$ cat config.mk
export PLATFORM = sky130hd
export DESIGN_NAME = eep_dram_arb
export DESIGN_NICKNAME = d
export VERILOG_FILES = /design/src/rtl/eep_dram_arb.sv
export SDC_FILE = /design/constraint.sdc
export NUM_CORES = 1
export LEC_CHECK = 0
export CAP_MARGIN = 20
export CELL_PAD_IN_SITES_DETAIL_PLACEMENT = 1
export CELL_PAD_IN_SITES_GLOBAL_PLACEMENT = 1
export CORE_MARGIN = 2
export CORE_UTILIZATION = 31
export CTS_BUF_LIST = sky130_fd_sc_hd__clkbuf_8
export DETAILED_ROUTE_END_ITERATION = 12
export PLACE_DENSITY_LB_ADDON = 0.1
export SLEW_MARGIN = 20
export SYNTH_ARGS = -nofsm -noshare
export SYNTH_HDL_FRONTEND = slang
export SYNTH_SLANG_ARGS = --single-unit
$ cat constraint.sdc
create_clock -name clk -period 1.83 [get_ports clk]
set_input_delay 0.2745 -clock clk [delete_from_list [all_inputs] [get_ports clk]]
set_output_delay 0.2745 -clock clk [all_outputs]
set_load 0.02 [all_outputs]
$ cat src/rtl/eep_dram_arb.sv
// Arbitrates the single EEP data-DRAM port among NUM_REQ requesters with a two-stage pipeline.
// Define EEP_DRAM_ARB_FIXED_PRIO_EN to select fixed lowest-index-first priority instead of round-robin.
module eep_dram_arb #(
  parameter int NUM_REQ   = 2,
  parameter int REG_WIDTH = 16
) (
  input  logic                           clk,
  input  logic                           rst,
  input  logic [NUM_REQ-1:0]             req_valid,
  output logic [NUM_REQ-1:0]             req_ready,
  input  logic [NUM_REQ-1:0]             req_we,
  input  logic [NUM_REQ*REG_WIDTH-1:0]   req_addr,
  input  logic [NUM_REQ*REG_WIDTH-1:0]   req_wdata,
  output logic [NUM_REQ-1:0]             rsp_valid,
  output logic [REG_WIDTH-1:0]           rsp_rdata,
  output logic                           dram_we,
  output logic [REG_WIDTH-1:0]           dram_rd_ad,
  output logic [REG_WIDTH-1:0]           dram_wt_ad,
  output logic [REG_WIDTH-1:0]           dram_in,
  input  logic [REG_WIDTH-1:0]           dram_out
);

  localparam int RR_IDX_W = $clog2(NUM_REQ);

  logic [NUM_REQ-1:0]   w_ready;
  logic                 w_found;
  logic                 w_accept;
  logic [RR_IDX_W-1:0]  w_gnt_idx;
  int unsigned          w_scan;
  logic                 w_sel_we;
  logic [REG_WIDTH-1:0] w_sel_addr;
  logic [REG_WIDTH-1:0] w_sel_wdata;

  logic                 r_dram_we;
  logic [REG_WIDTH-1:0] r_dram_rd_ad;
  logic [REG_WIDTH-1:0] r_dram_wt_ad;
  logic [REG_WIDTH-1:0] r_dram_in;
  logic                 r_s1_rd;
  logic [RR_IDX_W-1:0]  r_s1_tag;
  logic [NUM_REQ-1:0]   r_rsp_valid;
  logic [REG_WIDTH-1:0] r_last_rdata;

`ifndef EEP_DRAM_ARB_FIXED_PRIO_EN
  logic [RR_IDX_W-1:0]  r_rr_ptr;
`endif

  // First valid requester found scanning upward from the pointer (from 0 in fixed mode).
  always_comb begin
    w_ready   = '0;
    w_found   = 1'b0;
    w_gnt_idx = '0;
    w_scan    = 0;
    for (int unsigned k = 0; k < NUM_REQ; k++) begin
`ifdef EEP_DRAM_ARB_FIXED_PRIO_EN
      w_scan = k;
`else
      w_scan = (32'(r_rr_ptr) + k) % NUM_REQ;
`endif
      if (!w_found && req_valid[w_scan]) begin
        w_found   = 1'b1;
        w_gnt_idx = RR_IDX_W'(w_scan);
      end
    end
    if (w_found && !rst) begin
      w_ready[w_gnt_idx] = 1'b1;
    end
  end

  assign w_accept    = w_found && !rst;
  assign w_sel_we    = req_we[w_gnt_idx];
  assign w_sel_addr  = req_addr[w_gnt_idx*REG_WIDTH +: REG_WIDTH];
  assign w_sel_wdata = req_wdata[w_gnt_idx*REG_WIDTH +: REG_WIDTH];

  always_ff @(posedge clk) begin
    if (rst) begin
      r_dram_we    <= 1'b0;
      r_dram_rd_ad <= '0;
      r_dram_wt_ad <= '0;
      r_dram_in    <= '0;
      r_s1_rd      <= 1'b0;
      r_s1_tag     <= '0;
      r_rsp_valid  <= '0;
      r_last_rdata <= '0;
    end else begin
      r_dram_we <= w_accept && w_sel_we;
      if (w_accept && w_sel_we) begin
        r_dram_wt_ad <= w_sel_addr;
        r_dram_in    <= w_sel_wdata;
      end
      if (w_accept && !w_sel_we) begin
        r_dram_rd_ad <= w_sel_addr;
      end
      r_s1_rd     <= w_accept && !w_sel_we;
      r_s1_tag    <= w_gnt_idx;
      r_rsp_valid <= '0;
      if (r_s1_rd) begin
        r_rsp_valid[r_s1_tag] <= 1'b1;
      end
      if (|r_rsp_valid) begin
        r_last_rdata <= dram_out;
      end
    end
  end

`ifndef EEP_DRAM_ARB_FIXED_PRIO_EN
  always_ff @(posedge clk) begin
    if (rst) begin
      r_rr_ptr <= '0;
    end else if (w_accept) begin
      r_rr_ptr <= (w_gnt_idx == RR_IDX_W'(NUM_REQ - 1)) ? '0 : w_gnt_idx + 1'b1;
    end
  end
`endif

  // Read data comes straight from the DRAM on the response cycle, then is held.
  assign rsp_rdata  = (|r_rsp_valid) ? dram_out : r_last_rdata;
  assign req_ready  = w_ready;
  assign rsp_valid  = r_rsp_valid;
  assign dram_we    = r_dram_we;
  assign dram_rd_ad = r_dram_rd_ad;
  assign dram_wt_ad = r_dram_wt_ad;
  assign dram_in    = r_dram_in;

endmodule

# --- Word level (Yosys, flattened, before mapping) ---
# Index checks and enable logic that the tools add are counted.
word_totals:
  inputBits: 86
  word_cells: 48
  regBits: 70
classes:
  n_shift: 2
  n_mux: 17
  bitwise_logic: 1
  add_sub_neg: 2
  order_cmp: 6
  reduce_logical: 11
op_table:
  columns: ["op", "n"]
  rows:
  - ["$shiftx A32 B6 Y16", 2]
  - ["$mux W16", 1]
  - ["$mux W1", 13]
  - ["$lt A1 B2 Y1 const B", 4]
  - ["$logic_and A1 B1 Y1", 6]
  - ["$reduce_or A2 Y1", 2]
  - ["$logic_not A1 Y1", 3]
  - ["$add A1 B1 Y1 const B", 2]
  - ["$demux W1 S1", 2]
  - ["$ge A1 B1 Y1 const B", 2]
  - ["$mux W2", 1]
  - ["$not A1 Y1", 1]

# --- Logic depth before layout (Yosys ltp) ---
depth:
  depth_word: 11
  ltp_mapped: 7

# --- Least setup slack after synthesis ---
# Ideal clock, no wire load.
synth_path:
  kind: "register -> output"
  start: "register r_rsp_valid[1] (netlist: rsp_valid[1])"
  end: "output rsp_rdata[10]"
  path_stages_with_launch: 4
  t_required_ns: 1.556
  slack_ns: 0.196
  t_arrival_ns: 1.360
  cell_sequence: "dfxtp_1 nor2_1 buf_4 mux2_2"
synth_between:
  elab_chain_cells: 2
synth_rtl:
  columns: ["item", "line_no", "rtl"]
  rows:
  - ["start: declaration", "40", "logic [NUM_REQ-1:0] r_rsp_valid;"]
  - ["start signal: assignment", "82", "r_rsp_valid <= '0;"]
  - ["start signal: assignment", "95", "r_rsp_valid <= '0;"]
  - ["start signal: indexed assignment", "97", "r_rsp_valid[r_s1_tag] <= 1'b1;"]
  - ["$reduce_or A2 Y1", "116", "assign rsp_rdata = (|r_rsp_valid) ? dram_out : r_last_rdata;"]
  - ["$mux W16", "116", null]
  - ["end: declaration", "15", "output logic [REG_WIDTH-1:0] rsp_rdata,"]
# Every way passes these cells.

# --- Final worst setup path ---
layout_path:
  start: "register r_rsp_valid[1] (netlist: rsp_valid[1])"
  end: "output rsp_rdata[2]"
# Same word-level chain as after synthesis.

==> results.md <==
* Routed Antenna Nets at 0
* Yosys top cell area share at 43.04%
* Worst Path Class, Setup: flip-flop to primary output
* Fillers at 1166
* Comb pwr share at about 28%
* Slew @ Worst Pin at 539.8 ps
* Syn-to-layout area delta at 55.42%
* Final instance area at roughly 5100 sq um
* Peak VDD IR at 0.3506 mV
* Ys async rst share at 0%
* Die H at 106.5 um
* Initial DRC Count at roughly 160
* Clock Skew at 12.20 ps
* Synth area leader: dfxtp_1
* Drt first pass iters at 4
* Period utilization at between 90% and 100%
* Die area at 11340 sq um
* Netlist area before placement at 3256 sq um
* Drt total wl at 12350 um
* CP arrival at 1520 ps
* Internal power at approximately 2.9 mW
* Placement Cell Area at a little under 5000 sq um
* Fmax at 557.0 MHz
* Syn Inst Count at 330
* Total gr overflow at 0
* Slew HR at 64.01%
* DRC viols at 0
* Hold WS at 418.3 ps
* Final hold vios at 0
* Starting Density at 31.68%
* Post-synth EDFFs at 0
* Unrepaired setup endpoints after global routing: yes
* Pre-CTS WS at -291.8 ps
* Hold depth at 1
* CTS Root Cell: clkbuf_8
* Clock Latency Late Sink at about 340 ps
* Clock Power Share at 29.9%
* Hold Crit Start: r_s1_tag
* Sw Ratio at 29.67%
* Layout cell share with drive strength beyond 1 at between 10% and 20%
* Synth cell types at 23
* Worst min path class: flip-flop to flip-flop
* Total CTS buffers at 9
* Outcome: finished, final reports clean
* Pwr dens at 804.4 nW/um^2
* Top cells by area, synth: dfxtp_1 (43%), a221oi_1 (13%), a311oi_1 (13%)
* Final slew viol count at 0
* Max cap viols at 0
* Worst setup margin at 34.71 ps
* Ys flop type: dfxtp_1
* DP HPWL at ~8000 um
* Antenna violations before repair at 0
* RR Endpoint: dram_wt_ad[10]
* Vias/cell at between 5 and 6
* Clock transition at path regs at 70 ps
* FF-to-FF path depth at 4
* GR Util All Layers at 21.08%
* Total Power at ~4.1 mW
* Startpoint types: flip-flop
* H-tree Lvls at 3
* CP required at about 1600 ps
* Worst Hold Endpoint: rsp_valid[0]
* Part of the Yosys area used for sequential elements at 43.04%
* Net Switching at 1.208 mW
* Synth Register Bits at 70
* Cell row count at 37
* Leak Pwr at 1.829 nW
* Post-Syn Nets at 416
* Worst R2R Start: r_rr_ptr
* Critical-path maximum fanout at 7
* Xor/xnor share of the synthesized area at 0%
* Io pins at 155
* Flop pwr share at 42.1%
* Number of global-route vias before repair at about 3600
* Largest net degree at the start of global routing at 52
* GP Congestion at 0.7184
* Yosys warning total at 0
* CTS max path bufs at 2
* Buffers on Ports at 154
* Ant. Diodes at 0
* Synth Area in Adders at 0%
* DIE WIDTH at 106.5 um
* Total number of vias at 3471
* Core area at 10280 sq um
* First-pass GRT wire length at 18830 um
* Syn_area_per_cell at 9.866 sq um
* Nets at ~560
* Setup tns final at 0 ps
* Post-synthesis mux area share at 5.534%
* TritonCTS clock tree: built
* Fin crit period at ~1800 ps
* Worst Setup End Kind: primary output
* Commonest non-fill, non-tap cell in the layout: clkdlybuf4s50_1
* Clock sink count at 70
* Commonest non-fill, non-tap cells in the layout: clkdlybuf4s50_1 (134), dfxtp_1 (68), a221oi_1 (48), a311oi_1 (48)
* Post-Synth Simple-Gate Area at 10.61%
* Drt wl/cell at 20.18 um
* Final setup vio count at 0
* FF-to-FF setup slack at 260 ps
* Compound-Gate Fraction of Synth Area at 32.28%
* Combinational family with the most area after synthesis: compound AO/OA/AOI/OAI gates
[critical path: stages, from the launching register on]
cell,delay (ps)
dfxtp_2,340
nor2_4,150
buf_6,170
buf_6,100
mux2_4,300
buf_6,130
[through the flow]
step,utilization [%],instances
2_1_floorplan,-,330
3_3_place_gp,47.46,594
3_5_place_dp,47.46,594
4_1_cts,48.95,612
5_1_grt,49.23,612
6_report,49.23,612
[layout make-up]
class                      instances  area (sq um)  area share [%]
tap                              136         170.2           3.363
multi-input combinational        209          1597           31.55
clock buffer                      10         137.6           2.720
sequential                        70          1404           27.74
inverter                           2         7.507          0.1484
clock inverter                     5         51.30           1.014
timing repair buffer             180          1693           33.46
[power groups by stage]
| stage | Combinational, mW | Clock [mW] | Sequential (mW) |
|---|---|---|---|
| after detailed placement | 1.15 | 0 | 1.74 |
| after floorplan | 0.476 | 0 | 1.85 |
| after global routing | 1.22 | 1.34 | 1.72 |
| final | 1.14 | 1.22 | 1.71 |
| after CTS | 1.14 | 1.27 | 1.71 |
| after global placement | 1.13 | 0 | 1.74 |
[repair_timing]
action | CTS | global route
hold buffers | 0 | 0
resized for setup | 72 | 15
pin swaps | 1 | 1
setup buffers | 2 | 0
setup endpoints to repair | 18 | 7
endpoints found under the hold margin | 0 | 0
cloned | 1 | 0
[cells in the mapped netlist (7+ instances only)]
cell and count:
a221oi_1 48, buf_2 21, nand3_1 32, mux2_2 16, nor2b_1 20, dfxtp_1 70, clkbuf_1 19, a311oi_1 48
buf_6 7, o21ai_0 32
[flip-flops by register name, indices dropped and copies added, names as in the netlist]
name and flops:
r_s1_rd 1, dram_wt_ad 16, dram_in 16, dram_rd_ad 16, r_s1_tag 1, r_last_rdata 16
dram_we 1, rsp_valid 2, r_rr_ptr 1
[per-layer routing]
metal / global-route usage, % / vias to the layer above / share of wire, %
met3: 3.801 / 10 / 5.2
met5: 0 / - / 0
met4: 7.607 / 0 / 1.2
met1: 27.20 / 1733 / 44
li1: - / 1607 / -
met2: 35.21 / 121 / 50
[cell families after synthesis]
| kind of cell | after synthesis |
|---|---|
| compound gates | 132 |
| buf+inv | 51 |
| flops | 70 |
| mux | 16 |
| simple gates | 61 |
[worst max path at each step]
stage	start	endpoint	slack, ps	cells past startpoint
6_report	rsp_valid[1]	rsp_rdata[2]	30	5
5_1_grt	rsp_valid[1]	rsp_rdata[0]	-40	5
4_1_cts	rsp_valid[0]	rsp_rdata[4]	-90	4
3_5_place_dp	req_valid[0]	req_ready[0]	-290	4
3_3_place_gp	req_valid[0]	req_ready[0]	-290	4
2_1_floorplan	rsp_valid[1]	rsp_rdata[10]	200	3
Note: power is estimated with default switching activity, not from simulation.
